$ cat config.mk
export PLATFORM = sky130hd
export DESIGN_NAME = input_fifo_ctrl
export DESIGN_NICKNAME = d
export VERILOG_FILES = /design/src/rtl/input_fifo_ctrl.sv
export SDC_FILE = /design/constraint.sdc
export NUM_CORES = 1
export LEC_CHECK = 0
export ABC_AREA = 0
export CAP_MARGIN = 5
export CORE_MARGIN = 3
export CORE_UTILIZATION = 49
export DETAILED_ROUTE_END_ITERATION = 12
export PLACE_DENSITY = 0.75
export SETUP_SLACK_MARGIN = 0.15
export SYNTH_ARGS = -nofsm -noshare
export SYNTH_HDL_FRONTEND = slang
export SYNTH_SLANG_ARGS = --single-unit
$ cat constraint.sdc
create_clock -name clk -period 2.6 [get_ports clk]
set_clock_uncertainty 0.1 [all_clocks]
set_input_delay 0.26 -clock clk [delete_from_list [all_inputs] [get_ports clk]]
set_output_delay 0.26 -clock clk [all_outputs]
set_load 0.02 [all_outputs]
$ cat src/rtl/input_fifo_ctrl.sv
// Read-side controller for the datapath input FIFO: drains the FIFO (1-cycle read latency),
// tags words into FRAME_LEN-word frames and presents them on a valid/ready stream with a
// last flag. Also counts completed frames and flags a mid-frame underrun timeout.
module input_fifo_ctrl #(
    parameter int unsigned DATA_W    = 16,
    parameter int unsigned FRAME_LEN = 4,
    parameter int unsigned TIMEOUT   = 1024
) (
    input  logic              clk,
    input  logic              srst,
    input  logic              enable,
    input  logic [DATA_W-1:0] fifo_dout,
    input  logic              fifo_empty,
    output logic              fifo_rd_en,
    output logic [DATA_W-1:0] m_data,
    output logic              m_last,
    output logic              m_valid,
    input  logic              m_ready,
    output logic              busy,
    output logic [15:0]       frame_cnt,
    output logic              err_timeout
);

    localparam int unsigned WidxW = $clog2(FRAME_LEN);
    localparam int unsigned TmoW  = $clog2(TIMEOUT + 1);
    localparam logic [WidxW-1:0] WidxLast = WidxW'(FRAME_LEN - 1);
    localparam logic [TmoW-1:0]  TmoLast  = TmoW'(TIMEOUT - 1);
    localparam logic [TmoW-1:0]  TmoMax   = TmoW'(TIMEOUT);

    typedef enum logic {StIdle, StFetch} state_e;

    state_e            state_q;
    logic [WidxW-1:0]  widx_q;
    logic              in_flight_q;
    logic              flight_last_q;
    logic [DATA_W:0]   buf_q [3];
    logic [1:0]        wr_ptr_q, rd_ptr_q;
    logic [1:0]        occ_q, occ_d;
    logic [15:0]       frame_cnt_q;
    logic [TmoW-1:0]   tmo_cnt_q, tmo_cnt_d;
    logic              err_q, err_d;

    logic              credit;
    logic              push, pop;
    logic [DATA_W:0]   head;

    // Read is allowed only while the buffer can still absorb every word already requested.
    assign credit     = ({1'b0, occ_q} + {2'b00, in_flight_q}) < 3'd3;
    assign fifo_rd_en = ~srst & ~fifo_empty & credit & ((state_q == StFetch) | enable);

    assign push    = in_flight_q;
    assign head    = buf_q[rd_ptr_q];
    assign m_valid = (occ_q != 2'd0);
    assign pop     = m_valid & m_ready;
    assign m_data  = m_valid ? head[DATA_W-1:0] : '0;
    assign m_last  = m_valid & head[DATA_W];

    assign busy        = (state_q == StFetch) | m_valid | in_flight_q;
    assign frame_cnt   = frame_cnt_q;
    assign err_timeout = err_q;

    // Frame fetch FSM; widx counts words read within the current frame.
    always_ff @(posedge clk or posedge srst) begin
        if (srst) begin
            state_q       <= StIdle;
            widx_q        <= '0;
            in_flight_q   <= 1'b0;
            flight_last_q <= 1'b0;
        end else begin
            in_flight_q <= fifo_rd_en;
            if (fifo_rd_en) begin
                flight_last_q <= (widx_q == WidxLast);
                if (widx_q == WidxLast) begin
                    state_q <= StIdle;
                    widx_q  <= '0;
                end else begin
                    state_q <= StFetch;
                    widx_q  <= widx_q + WidxW'(1);
                end
            end
        end
    end

    // Occupancy next state; simultaneous push and pop cancel out.
    always_comb begin
        occ_d = occ_q;
        unique case ({push, pop})
            2'b10:   occ_d = occ_q + 2'd1;
            2'b01:   occ_d = occ_q - 2'd1;
            default: occ_d = occ_q;
        endcase
    end

    // Three-entry output buffer; each entry holds the word plus its last tag.
    always_ff @(posedge clk or posedge srst) begin
        if (srst) begin
            for (int i = 0; i < 3; i++) buf_q[i] <= '0;
            wr_ptr_q <= 2'd0;
            rd_ptr_q <= 2'd0;
            occ_q    <= 2'd0;
        end else begin
            if (push) begin
                buf_q[wr_ptr_q] <= {flight_last_q, fifo_dout};
                wr_ptr_q        <= (wr_ptr_q == 2'd2) ? 2'd0 : wr_ptr_q + 2'd1;
            end
            if (pop) begin
                rd_ptr_q <= (rd_ptr_q == 2'd2) ? 2'd0 : rd_ptr_q + 2'd1;
            end
            occ_q <= occ_d;
        end
    end

    // Underrun timer: counts consecutive empty cycles inside a frame, saturates at TIMEOUT.
    always_comb begin
        tmo_cnt_d = tmo_cnt_q;
        err_d     = err_q;
        if ((state_q == StIdle) || fifo_rd_en) begin
            tmo_cnt_d = '0;
        end else if (fifo_empty) begin
            if (tmo_cnt_q == TmoLast) err_d = 1'b1;
            if (tmo_cnt_q != TmoMax) tmo_cnt_d = tmo_cnt_q + TmoW'(1);
        end
    end

    // Frame counter and sticky timeout flag.
    always_ff @(posedge clk or posedge srst) begin
        if (srst) begin
            frame_cnt_q <= 16'd0;
            tmo_cnt_q   <= '0;
            err_q       <= 1'b0;
        end else begin
            if (pop && head[DATA_W]) frame_cnt_q <= frame_cnt_q + 16'd1;
            tmo_cnt_q <= tmo_cnt_d;
            err_q     <= err_d;
        end
    end

endmodule

==> metrics list, run 1 <==
- The flow ran to the end, and the final reports show no timing, DRC or antenna violations.
* Pin count of the biggest net entering global routing: 86
- Yosys warning count: 0
- Max-cap violations in this run came to 0.
- The area growth from synthesis to layout is 24.5%.
* Switching part of the total: 0.354
- Using the TritonRoute via totals, the vias-per-cell ratio works out to 5.50.
- Dpl hpwl: 5720 um
- Commonest cells after routing, fill and taps aside: sky130_fd_sc_hd__dfrtp_1, sky130_fd_sc_hd__mux2_2, sky130_fd_sc_hd__nor2_1, sky130_fd_sc_hd__clkdlybuf4s50_1, sky130_fd_sc_hd__xor2_1
* Unrepaired setup endpoints after global routing: true
* Slowest library cell on the worst path: sky130_fd_sc_hd__clkdlybuf4s50_1
- # diodes: 0
* Max-slew violation count: 0
* Aggregate negative setup slack: 0 ps
- The final layout contains 456 nets.
* Antenna violations before repair: 0
* Buffering stage count on the worst path with inverters included: 2
- Post-detailed-route DRC marker count: 0
* Crit-path max cell delay: 540 ps
* Max transition margin: 0.702
- Maximum clock insertion buffer count: 2
- Detail Route Antenna Nets: 0
- The worst setup path is launched from a flip-flop.
* Area of all sequential standard cells: 0.00225 mm2
- Number of stages on the worst setup path: 6
- In the global route stage, overall resource usage came out at 0.187.
* Core utilization of the finished layout: 0.634
- Maximum VDD drop: 0.578 mV
* Placed insts: 521
- Setup violations remaining at the end of the flow were counted as 0.
- Pin placement for this block handled 58 I/O pins.
- The routed layout has 2953 vias.
- The cell count after synthesis came out at 360.
- Post-synth top flop: sky130_fd_sc_hd__dfrtp_1
- Power Density: 1070 mW/mm2
- Placer congestion estimate: 0.833
- From bottom edge to top edge, the die measures 98.8 um.
- The netlist uses 41 different library cells.
- Synthesis produced a netlist with a net count of 388.
- Worst flop-to-flop path endpoint: widx_q[1]
- Count of cells along the worst register-to-register path: 7
- In this run the worst path has a maximum fanout of 8.
- Average footprint of a synthesized cell: 11.7 um2
* Time the final worst path needs with I/O delays and setup: 2380 ps
- Of the available clock period, the critical path in the final layout requires 0.915.
- Row generation in the floorplan step produced 33 rows.
* Combinational cell fraction of total power: 0.433
- Area of placed instances: 0.00499 mm2
* Wire length reported by the detailed router: 8460 um
* Number of synthesized register bits: 90
- Endpoint class of the critical path: output pin
* Reg-to-reg setup timing slack: 490 ps
- The finished layout holds 537 standard cells, fillers aside.
- The floorplan step defined a die boundary enclosing 0.00977 mm2.
- CTS root buffer: sky130_fd_sc_hd__clkbuf_8
- Summed over all cells, the static leakage comes to 2.48 nW.
* Share of synthesized area occupied by flip-flops and latches: 0.533
- Counting every sink on the clock net gives 90.
* Syn Std Cell Area: 0.00422 mm2
- Worst hold-check path type: in -> async
- Critical-path cell list: buf_6, mux2i_1, nor2_1, a31oi_1, nor2_1, clkdlybuf4s50_1
- After layout, the design draws a total of 5.62 mW.
- For the worst setup path, the data required time is 2240 ps.
* Async set-or-reset flop fraction in the synthesized netlist: 1.00
- Based on the critical path, the design can be clocked at up to 420 MHz.
- Hold WS: 176 ps
* Final Worst Setup Slack: 221 ps
- The first global-routing pass estimated 14700 um of wire.
* Latest clock arrival within the worst-skew pair: 350 ps
- Of the total power, the clock network draws 0.173.
- Core Footprint: 0.00830 mm2
- In this run, the number of DRC markers left after iteration 0 of detailed routing was 95.
- For this run, the detailed router's first-pass iteration total came to 4.
* Routed wire length per instance: 15.7 um
- Of the total power, registers draw 0.394.
* Critical Setup Path Class: reg -> out
* Timing startpoint of the critical path: rd_ptr_q[1]
- # hold bufs at CTS: 0
- The finished cells cover 0.00526 mm2.
- Reg2reg start: occ_q[0]
- For this run the aggregate overflow at the end of global routing stands at 0.
- The analysis attributes to net switching a power of 1.99 mW.
- Number of clock buffers inserted by TritonCTS: 9
- STA puts the critical path data arrival time at 2020 ps.
- Counting stages on the worst path, the most repeated cell is sky130_fd_sc_hd__nor2_1.
- For this configuration, the core starts out at a cell density of 0.509.
- The floorplan step set the die width to 98.8 um.
- Most common cell after layout, fill and taps aside: sky130_fd_sc_hd__dfrtp_1
- Total area of multi-input combinational cells: 0.00189 mm2
- IO Port Bufs: 57
- Counting the fill cells in the layout gives 690.
- Final Hold Viols: 0
- Clock tree from TritonCTS: yes
* H-tree levels: 3
* Worst setup path end: m_data[7]
* Clock slew at reported path FFs: 80 ps
- Power Internal: 3.63 mW
- Via count of the first global-routing pass: 3068
- Worst path top cell family by delay: buffers and inverters
- The synthesized design contains 0 enable-type register cells.
- Slew at the pin with the worst max-slew slack: 447 ps
* Place WS: 93.3 ps
- Of the cells placed in the final design, the portion with a size suffix greater than 1 is 0.225.
[layout make-up]
type | instances | share of cell area
Clock inverter | 2 | 0.00666
Clock buffer | 13 | 0.0321
Timing Repair Buffer | 73 | 0.139
Sequential cell | 90 | 0.429
Tap cell | 105 | 0.0250
Multi-Input combinational cell | 243 | 0.360
Inverter | 11 | 0.00928
[kinds of logic after synthesis]
| family | share of synthesized area |
|---|---|
| fa+ha+maj | 0.0207 |
| simple gates | 0.123 |
| buf+inv | 0.0255 |
| mux | 0.187 |
| compound gates | 0.0610 |
| flops | 0.533 |
| xor+xnor | 0.0498 |
[worst min-delay path by stage]
stage | cells past startpoint | end | start
2_1_floorplan | 1 | buf_q[0] | fifo_dout[0]
3_3_place_gp | 1 | err_timeout | err_timeout
3_5_place_dp | 1 | frame_cnt[15] | frame_cnt[15]
4_1_cts | 2 | tmo_cnt_q[10] | srst
5_1_grt | 2 | tmo_cnt_q[10] | srst
6_report | 2 | tmo_cnt_q[10] | srst
[state kept, by name, indices dropped and copies added (netlist names)]
register	count
buf_q	51
frame_cnt	16
tmo_cnt_q	11
occ_q	2
rd_ptr_q	2
widx_q	2
wr_ptr_q	2
err_timeout	1
flight_last_q	1
in_flight_q	1
state_q	1
[synth_stat cells (8+ instances only)]
cell                       count  area share
sky130_fd_sc_hd__nor2_1       44       0.039
sky130_fd_sc_hd__a31oi_1      11       0.016
sky130_fd_sc_hd__clkbuf_1     11      0.0098
sky130_fd_sc_hd__mux2_2       54        0.14
sky130_fd_sc_hd__a21oi_1       8      0.0095
sky130_fd_sc_hd__nor4_1       10       0.015
sky130_fd_sc_hd__xor2_1       21       0.044
sky130_fd_sc_hd__mux2i_1      18       0.043
sky130_fd_sc_hd__inv_1        11      0.0098
sky130_fd_sc_hd__nand3_1      10       0.012
sky130_fd_sc_hd__dfrtp_1      90        0.53
[repair_timing]
action,4_1_cts,5_1_grt
cloned,0,0
resized for setup,10,17
setup endpoints to repair,16,16
buffers inserted,0,1
[power by group through the flow]
stage / logic, mW / clock network, mW / registers [mW]
finish: 2.43 / 0.973 / 2.22
global route: 2.70 / 1.05 / 2.28
CTS: 2.47 / 1.00 / 2.21
detailed placement: 2.46 / 0 / 2.24
global placement: 2.42 / 0 / 2.19
floorplan: 1.61 / 0 / 2.15
[per-layer routing]
layer / GRT usage / wire length [um]
met2: 0.308 / 4170
met1: 0.248 / 3840
met5: 0 / 0
met4: 0.0725 / 134
met3: 0.0311 / 319
[worst reg2reg max path: cells and delay by family (launching register included)]
kind | cells | cell delay, ps
adder cells (fa/ha/maj) | 2 | 500
multiplexers | 1 | 270
buffers and inverters | 2 | 290
flip-flops | 1 | 400
AO/OA/AOI/OAI | 2 | 440
Note: power is estimated with default switching activity, not from simulation.
==> run 2, diff against run 1 <==
PLACE_DENSITY = unset   (was 0.75)
PLACE_DENSITY_LB_ADDON = 0.12   (was unset)
==> metrics list, run 2 (same netlist as run 1, synthesis figures left out) <==
- Result of the run: finished clean (unchanged).
* Switching part of the total: 0.353 (was 0.354)
- Antenna violations before repair: 0 (unchanged)
- The chip height is 98.8 um (unchanged).
* Core utilization of the finished layout: 0.632 (was 0.634)
* Worst-path maximum fanout: 4 (was 8)
* Slew at the pin with the worst max-slew slack: 834 ps (was 447 ps)
- The worst max-slew margin expressed relative to the limit was 0.444 (was 0.702).
- Die Outline Area: 0.00977 mm2 (unchanged)
- The number of flip-flops under the largest register name was 51 (unchanged).
- The total via count in the routed design came to 3008 (was 2953).
* Total overflow reported by the global router: 0 (unchanged)
- The required arrival time at the worst endpoint came to 2240 ps (about the same).
- Die Wd: 98.8 um (unchanged)
* Via-to-Cell Ratio: 5.56 (was 5.50)
- The final routed DRC violation total was 0 (unchanged).
* Wire length of the first global-routing pass: 14700 um (about the same)
- The CTS clock-pin slew for the worst setup and hold paths was 80 ps (about the same).
* Combinational cell fraction of total power: 0.438 (was 0.433)
* Timing startpoint of the critical path: occ_q[0] (was rd_ptr_q[1])
- The final weighted congestion of routability-driven global placement is 0.801 (was 0.833).
- First DRT Iteration DRCs: 125 (was 95)
* Clock tree from TritonCTS: yes (unchanged)
- The minimum clock period after layout is 2470 ps (was 2380 ps).
* Worst hold-check path type: in -> async (unchanged)
* Maximum clock insertion buffer count: 2 (unchanged)
* Worst path top cell family by delay: adder cells (was buffers and inverters)
- Register ranked first by flip-flop count: buf_q (unchanged)
- The number of H-tree levels was 3 (unchanged).
* Crit-path max cell delay: 440 ps (was 540 ps)
* Leak pwr: 2.37 nW (was 2.48 nW)
- Final Hold Viols: 0 (unchanged)
* I/O pin count: 58 (unchanged)
- Area added between synthesis and finish: 24.2% (was 24.5%)
* Max Fclk: 405 MHz (was 420 MHz)
- Maximum VDD drop: 0.540 mV (was 0.578 mV)
- Total of max-cap violations: 0 (unchanged)
- The critical path endpoint category was an output pin (unchanged).
- The total number of clock tree sinks came to 90 (unchanged).
* Commonest cells after routing, fill and taps aside: sky130_fd_sc_hd__dfrtp_1, sky130_fd_sc_hd__mux2_2, sky130_fd_sc_hd__clkdlybuf4s50_1, sky130_fd_sc_hd__nor2_1, sky130_fd_sc_hd__xor2_1 (was sky130_fd_sc_hd__dfrtp_1, sky130_fd_sc_hd__mux2_2, sky130_fd_sc_hd__nor2_1, sky130_fd_sc_hd__clkdlybuf4s50_1, sky130_fd_sc_hd__xor2_1)
* Cell with the most instances on the worst path: sky130_fd_sc_hd__ha_1 (was sky130_fd_sc_hd__nor2_1)
* Initial standard-cell utilization of the core: 0.509 (unchanged)
- Floorplan row count: 33 (unchanged)
- # diodes: 0 (unchanged)
* Power Density: 1080 mW/mm2 (was 1070 mW/mm2)
- The final period utilization is 0.949 (was 0.915).
* Slowest library cell on the worst path: sky130_fd_sc_hd__dfrtp_1 (was sky130_fd_sc_hd__clkdlybuf4s50_1)
- Aggregate negative setup slack: 0 ps (unchanged)
- 1st-pass router iterations: 4 (unchanged)
* Fraction of power consumed by sequential logic: 0.385 (was 0.394)
- Critical-path cell list: ha_1, ha_1, a2111oi_2, o21ai_1, inv_1, clkdlybuf4s15_2 (was buf_6, mux2i_1, nor2_1, a31oi_1, nor2_1, clkdlybuf4s50_1).
* Number of filler cells placed in the layout: 667 (was 690)
* Net Sw Power: 2.00 mW (was 1.99 mW)
- Wire length reported by the detailed router: 8680 um (was 8460 um)
- Global router's overall resource usage: 0.188 (was 0.187)
- Setup-failing EPs final: 0 (unchanged)
- The standard cell core area was 0.00830 mm2 (unchanged).
- The number of nets with antenna violations after detailed routing came to 0 (unchanged).
- The number of port buffers came to 57 (unchanged).
* Reg-to-reg setup timing slack: 440 ps (was 490 ps)
* Critical Setup Path Class: reg -> out (unchanged)
- Pin count of the biggest net entering global routing: 50 (was 86)
- CTS root buffer: sky130_fd_sc_hd__clkbuf_8 (unchanged)
- The via count of the first global-routing pass came to 3070 (was 3068).
- The portion of total power attributed to the clock network came to 0.177 (was 0.173).
* Layout cell share with drive strength beyond 1: 0.222 (was 0.225)
- The arrival time reported for the critical path endpoint came to 2110 ps (was 2020 ps).
- Latest clock arrival within the worst-skew pair: 360 ps (was 350 ps)
- The final-stage net count is 460 (was 456).
- The startpoint type of the worst setup path is a flip-flop (unchanged).
- Routed wire length per instance: 16.0 um (was 15.7 um)
- Dpl hpwl: 5720 um (about the same)
- The internal power summed over all cells is 3.68 mW (was 3.63 mW).
- The total design power was 5.68 mW (was 5.62 mW).
- Buffering stage count on the worst path with inverters included: 2 (unchanged)
- Most common cell after layout, fill and taps aside: sky130_fd_sc_hd__dfrtp_1 (unchanged)
- Unrepaired setup endpoints after global routing: true (unchanged)
* Number of clock buffers inserted by TritonCTS: 9 (unchanged)
- Max-slew violation count: 0 (unchanged)
* Reg2reg start: occ_q[0] (unchanged)
[run 2: changes by cell type in the layout (fill, tap and decap cells not counted), moves of 3 or more]
cell                              before  now
sky130_fd_sc_hd__buf_4                14   18
sky130_fd_sc_hd__clkdlybuf4s50_1      42   51
sky130_fd_sc_hd__dlymetal6s2s_1       12    1
sky130_fd_sc_hd__clkbuf_8             12    9
[run 2: what timing repair did]
item	CTS	global route
setup buffers	0	4
hold buffers	0	0
endpoints found under the setup margin	18	14
resized for setup	11	3
[run 2: power groups by stage]
stage	Sequential (mW)	Combinational (mW)	Clock [mW]
after floorplan	2.15	1.61	0
after global placement	2.18	2.45	0
after detailed placement	2.22	2.48	0
after CTS	2.19	2.47	1.03
after global routing	2.25	2.74	1.08
final	2.19	2.49	1.00
[run 2: final timing paths]
kind	end	cells past startpoint
worst max-delay path	fifo_rd_en	6
worst min-delay path	tmo_cnt_q[1]	2
worst max register to register	flight_last_q	7
worst min register to register	err_timeout	1
max in group asynchronous	buf_q[38]	3
min in group clk	err_timeout	1
[run 2: worst reg2reg max path: stages (launching register included)]
cell and delay (ps):
sky130_fd_sc_hd__dfrtp_1 440, sky130_fd_sc_hd__ha_1 210, sky130_fd_sc_hd__ha_1 290, sky130_fd_sc_hd__a2111oi_2 330, sky130_fd_sc_hd__o21ai_1 140, sky130_fd_sc_hd__buf_4 150
sky130_fd_sc_hd__buf_4 140, sky130_fd_sc_hd__mux2_2 260
[run 2: per-layer routing]
metal,GRT usage,vias up,routed length (um)
li1,-,1420,-
met1,0.257,1525,4100
met2,0.294,52,4100
met3,0.0410,11,339
met4,0.0735,0,142
met5,0,-,0
[run 2: stage by stage]
step                      instance area [um2]  hold WS (ps)  worst slack, ps  instances
after floorplan                          4230           311              442        360
after global placement                   5000           357              132        522
after detailed placement                 5000           356             51.8        522
after CTS                                5200           117             51.9        537
after global routing                     5250           148             6.84        541
final                                    5250           155              132        541
[run 2: cell type report]
cell class	count	area (um2)	share of cell area
clock buffers	12	135	0.0258
clock inverters	3	65.1	0.0124
inverters	11	48.8	0.00930
multi-input cells	243	1880	0.358
flip-flops and latches	90	2250	0.429
well taps	105	131	0.0250
repair buffers	77	736	0.140
